===== src/rtl/alu_mul_seq.sv =====
// Shift-and-add multiplier that steps the shared execute-stage ALU.
// Define ALU_MUL_EARLY_EXIT_EN to stop once the remaining multiplier is zero.
module alu_mul_seq #(
   parameter int MAX_ITER = 32
) (
   input  logic        clk,
   input  logic        rst_n,
   input  logic        start,
   input  logic        flush,
   input  logic [31:0] mul_a,
   input  logic [31:0] mul_b,
   output logic        ready,
   output logic        done,
   output logic [31:0] product,
   output logic [31:0] alu_a,
   output logic [31:0] alu_b,
   output logic [3:0]  alu_c,
   input  logic [31:0] alu_out,
   input  logic        alu_z
);

   typedef enum logic [2:0] {
      IDLE, TEST, ADD, SHL, SHR, DONE
   } state_t;

   state_t      st, st_nx;
   logic [31:0] mcand, mplr, acc, prod_q;
   logic [5:0]  iter, iter_inc;
   logic        ee, accept;

   assign iter_inc = iter + 6'd1;
   assign accept   = (st == IDLE) && start && !flush;

`ifdef ALU_MUL_EARLY_EXIT_EN
   assign ee = alu_z;
`else
   assign ee = 1'b0;
`endif

   // A flush in DONE suppresses both the pulse and the result update.
   assign ready   = (st == IDLE);
   assign done    = (st == DONE) && !flush;
   assign product = done ? acc : prod_q;

   always_comb begin
      st_nx = st;
      alu_a = 32'd0;
      alu_b = 32'd0;
      alu_c = 4'd0;
      unique case (st)
         IDLE: if (accept) st_nx = TEST;
         TEST: begin
            alu_a = mplr;
            alu_b = 32'd1;
            alu_c = 4'd0;
            st_nx = alu_z ? SHL : ADD;
         end
         ADD: begin
            alu_a = acc;
            alu_b = mcand;
            alu_c = 4'd2;
            st_nx = SHL;
         end
         SHL: begin
            alu_a = mcand;
            alu_b = 32'd1;
            alu_c = 4'd3;
            st_nx = SHR;
         end
         SHR: begin
            alu_a = mplr;
            alu_b = 32'd1;
            alu_c = 4'd4;
            if (iter_inc == 6'(MAX_ITER) || ee)
               st_nx = DONE;
            else
               st_nx = TEST;
         end
         DONE:    st_nx = IDLE;
         default: st_nx = IDLE;
      endcase
      if (flush) st_nx = IDLE;
   end

   always_ff @(posedge clk or negedge rst_n) begin
      if (!rst_n) st <= IDLE;
      else        st <= st_nx;
   end

   always_ff @(posedge clk or negedge rst_n) begin
      if (!rst_n) begin
         mcand  <= 32'd0;
         mplr   <= 32'd0;
         acc    <= 32'd0;
         iter   <= 6'd0;
         prod_q <= 32'd0;
      end else if (accept) begin
         mcand <= mul_a;
         mplr  <= mul_b;
         acc   <= 32'd0;
         iter  <= 6'd0;
      end else if (!flush) begin
         unique case (st)
            ADD: acc <= alu_out;
            SHL: mcand <= alu_out;
            SHR: begin
               mplr <= alu_out;
               iter <= iter_inc;
            end
            DONE: prod_q <= acc;
            default: ;
         endcase
      end
   end

endmodule


===== config.mk =====
export PLATFORM = sky130hd
export DESIGN_NAME = alu_mul_seq
export DESIGN_NICKNAME = d
export VERILOG_FILES = /design/src/rtl/alu_mul_seq.sv
export SDC_FILE = /design/constraint.sdc
export NUM_CORES = 1
export LEC_CHECK = 0
export CORE_AREA = 2 2 122 124
export CTS_BUF_LIST = sky130_fd_sc_hd__clkbuf_8
export DETAILED_ROUTE_END_ITERATION = 12
export DIE_AREA = 0 0 124 126
export GPL_TIMING_DRIVEN = 0
export PLACE_DENSITY = 0.95
export SLEW_MARGIN = 25
export SYNTH_ARGS = -nofsm -noshare
export SYNTH_HDL_FRONTEND = slang
export SYNTH_SLANG_ARGS = --single-unit

===== constraint.sdc =====
create_clock -name clk -period 2.92 [get_ports clk]
set_input_delay 0.584 -clock clk [delete_from_list [all_inputs] [get_ports clk]]
set_output_delay 0.584 -clock clk [all_outputs]
set_load 0.02 [all_outputs]

==> run metrics <==
Final Skew=0.00762 ns; Worst R2R Setup Slack=roughly 0.5 ns; global-route wire length before repair=between 30000 and 40000 um; Hold Path Class=in -> async; overall power=6.67 mW; Synth area leader=dfrtp_1; Post-synth EDFFs=0; top cell type's share of synthesized area=a little under half; Mapped Area=approximately 0.0075 mm2; top post-synthesis cells by count=137 x dfrtp_1, 136 x nand2_1, 79 x o21ai_0; cells after synthesis=771; pwr/cell area=around 640 mW/mm2; RSZ-0062 raised after global routing=yes; Final ANT Viol Nets=0; clk sinks=~140; Area growth, synth to finish=39.2%; DRC=0; initial core utilization=roughly 53%; clock-pin slew on the worst setup and hold paths=approximately 0.070 ns; die height=between 100 and 150 um; CTS root buf=clkbuf_8; Fin. Hold Viols=0; Critical Path End Type=primary output; synth top area cells=dfrtp_1 46%, mux2_2 11%, mux2i_1 8.5%; Yosys cell types=39; vias in the first global route=approximately 7300; min cycle time layout=~3.0 ns; Final nets=approximately 1100; row cnt=44; Max VDD drop=between 300 and 400 uV; pre-CTS worst setup slack=-0.418 ns; met3 wire len=between 2000 and 3000 um; worst slew pin tran=~0.94 ns; Via density=about 6.1; initial antenna violation count=0; Met1 Wirelength=slightly above 10000 um; Slew headroom=~37%; clock buffer depth=2; post-synthesis sequential area ratio=a little under half; #FFs+latches synth=between 100 and 150; Slew Limit Fails=0; worst reg2reg path endpoint=acc[11]; final RePlAce weighted congestion=between 0.9 and 1; async set or reset register ratio after synthesis=100%; yosys warns=0; Crit Path Max Fanout=6; layout cells sized above 1=approximately a quarter; total grt overflow=0; final worst slack=-0.0434 ns; Non-Filler Instances=1209; Final period util=101%; I/O pin cnt=approximately 200; clk_lat worst skew=0.47 ns; overall routed net length=26800 um; Initial DRC Count=between 900 and 1000; synthesized area per cell=just under 10 um2; final setup fails=10; CTS H-tree lvls=4; port buffer count=around 200; detailed placement HPWL=roughly 18000 um; pin count of the biggest net entering global routing=83; TritonCTS clock tree=yes; top sig layer=met4; Syn Nets=~870; Setup CP Type=reg -> out; DR pass1 iterations=6; Critical Path RT=2.34 ns; WL met2=~13000 um; Total GRT Usage=roughly 34%; CTS Buf Count=17; DIE AREA=between 0.015 and 0.02 mm2; failing checks=negative setup slack; # Max-Cap Violations=0; Leak=5.45 nW; Die X=between 100 and 150 um; reg2reg path depth=4; dominant synthesized flop cell=dfrtp_1; DP Cell Count=between 1000 and 1500; setup_tns=-0.208 ns; WL/cell=between 20 and 25 um; crit path launch type=flop; CTS hold repair buffers=0; crit path DAT=between 2 and 2.5 ns; Core Area=~0.014 mm2; reg-to-reg startpoint=st[1]; Hold WS=0.0188 ns; via count=7330; top-count cell post-synth=dfrtp_1; Peak Freq=approximately 340 MHz; status=finished, violations left; number of diodes=0
-- cells in the final DEF, fill, tap and decap left out, types with 3 or more instances in the layout --
cell type | netlist | routed
a21oi_1 | 34 | 34
a22oi_1 | 32 | 32
and2_1 | 32 | 32
buf_12 | 0 | 7
buf_2 | 27 | 44
buf_4 | 2 | 21
buf_6 | 9 | 17
buf_8 | 0 | 3
bufinv_16 | 0 | 4
clkbuf_1 | 23 | 9
clkbuf_16 | 0 | 4
clkbuf_2 | 2 | 16
clkbuf_4 | 0 | 7
clkbuf_8 | 0 | 23
clkdlybuf4s50_1 | 0 | 101
clkinv_2 | 0 | 4
dfrtp_1 | 137 | 136
dlygate4sd2_1 | 0 | 42
dlymetal6s2s_1 | 0 | 11
inv_1 | 1 | 4
mux2_1 | 20 | 14
mux2_2 | 76 | 80
mux2i_1 | 64 | 64
nand2_1 | 136 | 136
nand3_1 | 4 | 4
nor2_1 | 39 | 39
nor3_1 | 6 | 6
o21ai_0 | 79 | 77
o21ai_1 | 21 | 23
-- report_power, final --
group	switching, mW	internal, mW
combinational	1.24	0.950
sequential	0.390	2.35
clock	0.740	1.01
total	2.37	4.30
-- layout make-up --
type | count | area [um2]
Clock buffer | 21 | 289
Sequential cell | 137 | 3430
Buffer | 63 | 475
Fill cell | 970 | 3830
Tap cell | 184 | 230
Timing Repair Buffer | 223 | 2130
Clock inverter | 11 | 151
Multi-Input combinational cell | 569 | 3780
Inverter | 1 | 3.75
-- per-layer routing --
layer	track usage [%]	vias to the layer above
met4	16.5	0
met5	0	-
met1	43.4	3528
li1	-	3172
met3	7.88	97
met2	53.6	533
-- worst max-delay path by stage --
stage / from / endpoint / slack (ns) / cells past startpoint
after floorplan: st[0] / product[28] / 0.72 / 7
after global placement: rst_n / prod_q[16] / -4.19 / 1
after detailed placement: flush / product[5] / -0.42 / 6
after CTS: st[2] / alu_b[20] / -0.04 / 6
after global routing: st[0] / product[23] / -0.07 / 9
final: st[0] / product[24] / -0.04 / 9
-- cell families (layout without fill, tap and decap cells) --
logic type | Yosys count | after routing | share of synthesized area, %
DFF | 137 | 137 | 45.5
buffers and inverters | 65 | 319 | 4.72
and+or+nand+nor | 229 | 229 | 13.2
xor gates and xnor gates | 4 | 4 | 0.465
AOI/OAI and AO/OA | 173 | 173 | 12.8
adders and majority gates | 2 | 2 | 0.332
muxes | 160 | 160 | 22.9
other | 1 | 1 | 0.0498
-- repair_timing --
action,in CTS,in global routing
endpoints found under the hold margin,0,0
endpoints found under the setup margin,99,61
buffers inserted,7,10
resized for setup,239,90
cloned,0,4
-- worst max-delay path: stages (launching register included) --
cell,delay (ns)
dfrtp_1,0.38
buf_6,0.15
nor2b_4,0.14
buf_6,0.11
and3b_2,0.25
buf_12,0.16
buf_12,0.11
clkbuf_16,0.13
mux2_2,0.34
buf_6,0.13
-- registers in the layout, summed over array words and instances, names as in the netlist --
signal and count:
acc 32, mcand 32, mplr 32, prod_q 32
iter 6, st 3
-- stage by stage --
step	utilization, %	instance area [um2]
global route	73.3	10500
global placement	68.3	9770
floorplan	-	7530
detailed placement	68.5	9810
finish	73.3	10500
CTS	71.8	10300
Power figures use the tool's default switching activity.
